[src/rtl/axis_sample_source_pkg.sv]
// Shared definitions for the AXI-Stream sample source: default widths,
// the transfer-counter width and the sample sign-extension helper.
package axis_sample_source_pkg;

    localparam int DIN_W_DEF  = 12;
    localparam int AXIS_W_DEF = 16;
    localparam int DEPTH_DEF  = 4;
    localparam int CNT_W      = 16;

    // Widest raw/extended sample the helper below can carry.
    localparam int SEXT_W     = 64;

    // Replicate bit (width-1) of raw into every bit at or above width.
    function automatic logic [SEXT_W-1:0] sign_ext(input logic [SEXT_W-1:0] raw,
                                                   input int                width);
        logic [SEXT_W-1:0] ext;
        ext = raw;
        for (int i = 0; i < SEXT_W; i++) begin
            if (i >= width) begin
                ext[i] = raw[width-1];
            end
        end
        return ext;
    endfunction

endpackage

[src/rtl/axis_src_fifo.sv]
// Synchronous first-word-fall-through FIFO with a registered occupancy
// counter. The head word is visible on rdata whenever level is non-zero.
module axis_src_fifo #(
    parameter  int WIDTH = 16,
    parameter  int DEPTH = 4,
    localparam int PTR_W = $clog2(DEPTH),
    localparam int LVL_W = PTR_W + 1
) (
    input  logic             clk,
    input  logic             rst,
    input  logic             push,
    input  logic             pop,
    input  logic [WIDTH-1:0] wdata,
    output logic [WIDTH-1:0] rdata,
    output logic [LVL_W-1:0] level
);

    logic [WIDTH-1:0] mem [DEPTH];
    logic [PTR_W-1:0] wr_ptr;
    logic [PTR_W-1:0] rd_ptr;

    // Storage write; contents need no reset because level gates every read.
    always_ff @(posedge clk) begin
        if (push) begin
            mem[wr_ptr] <= wdata;
        end
    end

    // Pointer and occupancy bookkeeping; pointers wrap naturally (DEPTH is a power of two).
    always_ff @(posedge clk or negedge rst) begin
        if (!rst) begin
            wr_ptr <= '0;
            rd_ptr <= '0;
            level  <= '0;
        end else begin
            if (push) begin
                wr_ptr <= wr_ptr + 1'b1;
            end
            if (pop) begin
                rd_ptr <= rd_ptr + 1'b1;
            end
            case ({push, pop})
                2'b10:   level <= level + 1'b1;
                2'b01:   level <= level - 1'b1;
                default: level <= level;
            endcase
        end
    end

    // Empty FIFO presents zero so the output is deterministic out of reset.
    assign rdata = (level != '0) ? mem[rd_ptr] : '0;

endmodule

[src/rtl/axis_sample_source.sv]
// Feeds raw signed samples into an AXI-Stream master port through a small
// FIFO. Samples arriving while the FIFO is full (and not draining) are
// dropped and flagged on a sticky overflow bit; completed transfers are
// counted modulo 2^16.
module axis_sample_source
    import axis_sample_source_pkg::*;
#(
    parameter  int DIN_W  = DIN_W_DEF,
    parameter  int AXIS_W = AXIS_W_DEF,
    parameter  int DEPTH  = DEPTH_DEF,
    localparam int LVL_W  = $clog2(DEPTH) + 1
) (
    input  logic                    clk,
    input  logic                    rst,
    input  logic                    din_valid,
    input  logic signed [DIN_W-1:0] din,
    output logic                    m_axis_data_tvalid,
    input  logic                    m_axis_data_tready,
    output logic [AXIS_W-1:0]       m_axis_data_tdata,
    input  logic                    clr_ovf,
    output logic                    overflow,
    output logic [LVL_W-1:0]        level,
    output logic [CNT_W-1:0]        sample_cnt
);

    localparam logic [LVL_W-1:0] FULL_LVL = LVL_W'(DEPTH);

    logic              push;
    logic              pop;
    logic              drop;
    logic [AXIS_W-1:0] din_ext;

    // tvalid comes straight from the registered level, never from tready.
    assign m_axis_data_tvalid = (level != '0);
    assign pop  = m_axis_data_tvalid && m_axis_data_tready;
    // A full FIFO still accepts a sample when the head leaves in the same cycle.
    assign push = din_valid && ((level < FULL_LVL) || pop);
    assign drop = din_valid && !push;

    assign din_ext = AXIS_W'(sign_ext(SEXT_W'(din), DIN_W));

    axis_src_fifo #(
        .WIDTH (AXIS_W),
        .DEPTH (DEPTH)
    ) u_fifo (
        .clk   (clk),
        .rst   (rst),
        .push  (push),
        .pop   (pop),
        .wdata (din_ext),
        .rdata (m_axis_data_tdata),
        .level (level)
    );

    // Sticky drop flag; a drop in the same cycle as a clear keeps it set.
    always_ff @(posedge clk or negedge rst) begin
        if (!rst) begin
            overflow <= 1'b0;
        end else if (drop) begin
            overflow <= 1'b1;
        end else if (clr_ovf) begin
            overflow <= 1'b0;
        end
    end

    // Completed-transfer counter, wraps modulo 2^CNT_W.
    always_ff @(posedge clk or negedge rst) begin
        if (!rst) begin
            sample_cnt <= '0;
        end else if (pop) begin
            sample_cnt <= sample_cnt + 1'b1;
        end
    end

endmodule

[config.mk]
export PLATFORM = sky130hd
export DESIGN_NAME = axis_sample_source
export DESIGN_NICKNAME = d
export VERILOG_FILES = /design/src/rtl/axis_sample_source_pkg.sv /design/src/rtl/axis_src_fifo.sv /design/src/rtl/axis_sample_source.sv
export SDC_FILE = /design/constraint.sdc
export NUM_CORES = 1
export LEC_CHECK = 0
export ABC_AREA = 1
export BUFFER_PORTS_ARGS = -buffer_cell sky130_fd_sc_hd__buf_2
export CORE_MARGIN = 2
export CORE_UTILIZATION = 55
export DETAILED_ROUTE_END_ITERATION = 6
export PLACE_DENSITY = 0.89
export SLEW_MARGIN = 20
export SYNTH_ARGS = -nofsm -noshare
export SYNTH_HDL_FRONTEND = slang
export SYNTH_SLANG_ARGS = --single-unit
[constraint.sdc]
create_clock -name clk -period 4.2 [get_ports clk]
set_input_delay 0.21 -clock clk [delete_from_list [all_inputs] [get_ports clk]]
set_output_delay 0.21 -clock clk [all_outputs]
set_load 0.05 [all_outputs]
== After elaboration in Yosys (flattened, before gate mapping) ==
Memory sizes are Yosys's and may differ from the RTL's.
Index checks and enable logic that the tools add are counted.
Storage, ports and cells
  register bits: 24
  bits in latches: 0
  bits in writable memories: 64
  memory bits (read-only): 0
  output and inout bits: 37
  logic and storage cells: 28
  memories kept: 1
Operators by class
  $add $sub $neg: 5
  $mul: 0
  div/mod/pow operators: 0
  $lt $le $gt $ge: 1
  eq/ne operators: 2
  shift operators: 0
  multiplexer cells: 6
  bitwise gates (word level): 0
  reductions and logical operators: 8
Memory list
  u_fifo.mem: words 4, width 16, read ports 1, clocked after Yosys merged registers in 0, wr ports 1, line axis_src_fifo.sv:18  | logic [WIDTH-1:0] mem [DEPTH];
Operator list (count)
  $add 16x1->16 const B: 1
  $mux 16: 1
  $pmux 3 s2: 1
  $add 2x1->2 const B: 2
  $mux 1: 4
  $reduce_bool 2->1: 2
  $add 3x1->3 const B: 1
  $logic_and 1x1->1: 3
  $lt 3x3->1 const B: 1
  $reduce_bool 3->1: 1
  $sub 3x1->3 const B: 1
  $eq 2x1->1 const B: 1
  $eq 2x2->1 const B: 1
  $logic_not 1->1: 1
  $logic_or 1x1->1: 1

== Longest topological paths before layout ==
  word-level depth: 7
  mapped depth: 10

== Cells and area by module ==
From an unflattened synthesis, not the netlist that was laid out.
Unflattened totals
  cells, all modules: 422
  area total of the unflattened synthesis: 4185.3 um2
By module, submodules not included
  axis_src_fifo: instances 1, cells an instance 300, area each 3211.8 um2, seq. area each 2097.0 um2
  axis_sample_source: instances 1, cells an instance 122, area each 973.4 um2, seq. area each 425.4 um2

== Least setup slack after synthesis ==
No wires, ideal clock.
  kind: reg2out
  start: register u_fifo.level[0]
  end: output m_axis_data_tdata[12]
  arrival time: 2.687 ns
  path slack: 1.303 ns
  cell stages (with the launch flop): 7
  buffers on the path: 2
  path through: dfrtp_1 -> inv_1 -> nand2_2 -> inv_1 -> clkbuf_1 -> a21oi_1 -> buf_4
On the way
  cells in the longest elaborated chain, start to end: 2
Ends and longest elaborated chain
  start: declaration: line axis_src_fifo.sv:15  | output logic [LVL_W-1:0] level
  start signal: assignment: line axis_src_fifo.sv:43  | 2'b10: level <= level + 1'b1;
  start signal: assignment: line axis_src_fifo.sv:44  | 2'b01: level <= level - 1'b1;
  start signal: assignment: line axis_src_fifo.sv:45  | default: level <= level;
  $reduce_bool 3->1
  named net m_axis_data_tvalid: line axis_sample_source.sv:17  | output logic m_axis_data_tvalid,
  $mux 16: line axis_src_fifo.sv:51  | assign rdata = (level != '0) ? mem[rd_ptr] : '0;
  end: declaration: line axis_sample_source.sv:19  | output logic [AXIS_W-1:0] m_axis_data_tdata,
The timed path passes the listed nets, and every way through them passes these cells.

== Worst setup path after layout ==
  start: register u_fifo.rd_ptr[1]
  end: output m_axis_data_tdata[15]
On the way
  cells in the longest elaborated chain, start to end: 2
Ends and longest elaborated chain
  start: declaration: line axis_src_fifo.sv:20  | logic [PTR_W-1:0] rd_ptr;
  start signal: assignment: line axis_src_fifo.sv:40  | rd_ptr <= rd_ptr + 1'b1;
  $mem_v2 4x16
  $mux 16: line axis_src_fifo.sv:51
Every way passes these cells.

==> run_results.csv <==
group,metric,value,unit
global_route,grt_pass1_wl,9850,um
floorplanning,die_area,0.00641,sq mm
floorplanning,start_util,0.574,
sta,fmax,413,MHz
floorplanning,fp.dieH,80.0,um
synthesis,synth.ff_latch_count,72,
synthesis,yosysTopAreaCell,"edfxtp_1",
sta,setup_ws,1780,ps
global_route,grtUsageMet3,0.0509,
setup_path,startpoint_type,"register",
synthesis,syn_area_per_cell,10.7,sq um
setup_path,r2r-start,"u_fifo.level[2]",
power,leakagePower,1.55,nW
setup_path,cp_top_family,"buffers and inverters",
floorplanning,coreArea,0.00554,sq mm
global_route,grt-ovfl-total,0,
global_route,grt_max_degree,27,
setup_path,cp-startpoint,"u_fifo.rd_ptr[1]",
run_status,status,"finished clean",
sta,clock_skew,5.84,ps
setup_path,cp.required,3990,ps
routing,dr.pass1.iters,4,
routing,route.antenna.remaining_nets,0,
routing,drt_iter0_drc,140,
synthesis,synth-async-reset-ratio,0.333,
clock_tree,path_clk_slew,70,ps
global_route,antenna_found_initial,0,
clock_tree,htreeDepth,3,
floorplanning,die_w,80.0,um
setup_path,cp_max_fo,14,
setup_path,worstSetupEndpointType,"output port",
final_layout,seqCellArea,0.00204,sq mm
power,ir_worst_vdd,0.548,mV
synthesis,yosysTopAreaCellShare,0.453,
setup_path,cp_slowest_stage_delay,660,ps
setup_path,critPathKind,"reg2out",
synthesis,synth_top_cells_by_count,"nor2_1, edfxtp_1, nand2_1, o21ai_0, inv_1",
synthesis,synth_top_cells_by_area,"edfxtp_1, dfrtp_1, nor2_1",
synthesis,synth_flop_cell,"edfxtp_1",
clock_tree,cts.sinks,72,
sta,hold_viol,0,
floorplanning,io_pins,54,
placement,dp_hpwl,4040,um
setup_path,timing.rr.end,"u_fifo.level[2]",
hold_path,hold-path-endpoint,"u_fifo.mem[1][0]",
sta,setup_viol,0,
final_layout,fin_nets,375,
hold_path,hold_depth,1,
final_layout,n_antenna_cell,0,
sta,tightest_slew,1070,ps
placement,portBuffers,53,
sta,finalSetupTns,0,ps
sta,whs,86.7,ps
routing,via_count,2228,
setup_path,crit_chain,"inv_1, nor2_1, o21ai_0, a21oi_1, buf_2",
routing,drc,0,
global_route,grt.total_usage,0.206,
power,total_power,2.93,mW
synthesis,synth_area,0.00318,sq mm
clock_tree,clk_path_buf_depth,2,
synthesis,ys_types,24,
setup_path,critical-path-slowest-cell,"dfrtp_1",
floorplanning,placement_rows,27,
synthesis,synth_seq_area_share,0.642,
placement,place.gp.congestion,0.819,
hold_path,worstHoldPathType,"in2reg",
sta,min_period_over_period,0.576,
clock_tree,tritoncts,"built",
clock_tree,cts-buffers-inserted,9,
clock_tree,clkLatencyLatePin,330,ps
synthesis,synth_edf_count,48,
synthesis,ys_warn_count,0,
power,powerDensity,804,mW/mm^2
routing,viasPerCell,5.21,
final_layout,multi_input_area,975,sq um
setup_path,critical_path_arrival,2210,ps
routing,wl_per_cell,14.1,um
setup_path,crit_buf_inv,2,
synthesis,synth.most_common_cell,"nor2_1",
global_route,grt_pass1_vias,2158,
sta,min_period,2420,ps
setup_path,rr_worst_depth,8,
sta,maxSlewHeadroom,0.282,
placement,pre_cts_ws,2140,ps
final_layout,area_growth_syn_to_layout,14.7,%
run,max_cap_viol_count,0,
clock_tree,cts-resized-gates,0,
placement,place_inst,411,
clock_tree,cts_root_buf,"clkbuf_8",
synthesis,syn_inst,298,
setup_path,r2r_slack,2110,ps
final_layout,fill_cells,404,
synthesis,syn-num-nets,322,
global_route,use_met2,0.359,
routing,wirelength,6040,um
global_route,busiest_layer,"met2",
final_layout,drive_above_1_share,0.233,
sta,drv_slew,0,
sta,rsz0062_at_grt,"no",
global_route,grtUsageMet1,0.255,
hold_path,min_from,"din[0]",
final_layout,layout.cells.non_filler,428,
[placed cells by master, fill, tap and decap left out, drive strengths merged]
cell and count:
a21oi 14, buf 53, clkbuf 10, clkinv 5, clkinvlp 1, dfrtp 24, dlygate4sd3 1, edfxtp 48
fa 1, ha 6, inv 27, nand2 39, nand3 4, nand4 4, nor2 73, nor3 1
o21ai 29, o21bai 1, xnor2 6, xor2 9
[stage by stage]
step / util / area, sq um
floorplan: - / 3180
global placement: 0.626 / 3470
detailed placement: 0.626 / 3470
CTS: 0.657 / 3640
global route: 0.658 / 3650
finish: 0.658 / 3650
[flip-flops by register name (all words and copies together), names as in the netlist]
name / cells
u_fifo.wr_ptr: 2
u_fifo.mem: 48
overflow: 1
u_fifo.level: 3
u_fifo.rd_ptr: 2
sample_cnt: 16
[worst reg2reg max path, delay by kind of cell (launching register included)]
family	cells	cell delay [ps]
flip-flops	1	360
XOR/XNOR	1	150
buffers and inverters	2	150
AO/OA/AOI/OAI	3	680
adder cells (fa/ha/maj)	2	630
[where the power goes]
part           switching, mW  internal (mW)  leakage [nW]
Sequential             0.139          0.912         0.730
Combinational           1.10          0.324         0.736
Clock                  0.245          0.211        0.0858
[per-layer routing]
| metal | part of all wire | routed length, um | vias to the layer above |
|---|---|---|---|
| met2 | 0.50 | 3050 | 90 |
| li1 | - | - | 1082 |
| met1 | 0.43 | 2570 | 1052 |
| met4 | 0.0038 | 23 | 0 |
| met3 | 0.066 | 396 | 4 |
| met5 | 0 | 0 | - |
[area by class of cell]
| cell class | count | area share |
|---|---|---|
| clock buffer | 10 | 0.0350 |
| multi-input combinational | 187 | 0.267 |
| clock inverter | 6 | 0.00995 |
| tap | 72 | 0.0247 |
| inverter | 27 | 0.0278 |
| sequential | 72 | 0.560 |
| timing repair buffer | 54 | 0.0755 |
[kinds of logic after synthesis]
logic type      count (synthesis)  share of synthesized area
flops                          72                      0.642
compound gates                 44                     0.0724
buf+inv                        39                     0.0539
xor+xnor                       15                     0.0413
fa+ha+maj                       7                     0.0299
simple gates                  121                      0.160
[worst max path at each step]
stage                                       end  slack, ps  depth (start not counted)
final                     m_axis_data_tdata[15]       1780                          5
after global routing      m_axis_data_tdata[14]       1580                          4
after CTS                 m_axis_data_tdata[12]       1790                          5
after detailed placement        u_fifo.level[2]       2140                         10
after global placement          u_fifo.level[2]       2230                         10
after floorplan           m_axis_data_tdata[12]       1300                          6
[timing repair]
item,CTS,global route
hold endpoints to repair,24,0
buffers inserted,0,0
hold buffers,1,0
Power figures use the tool's default switching activity.
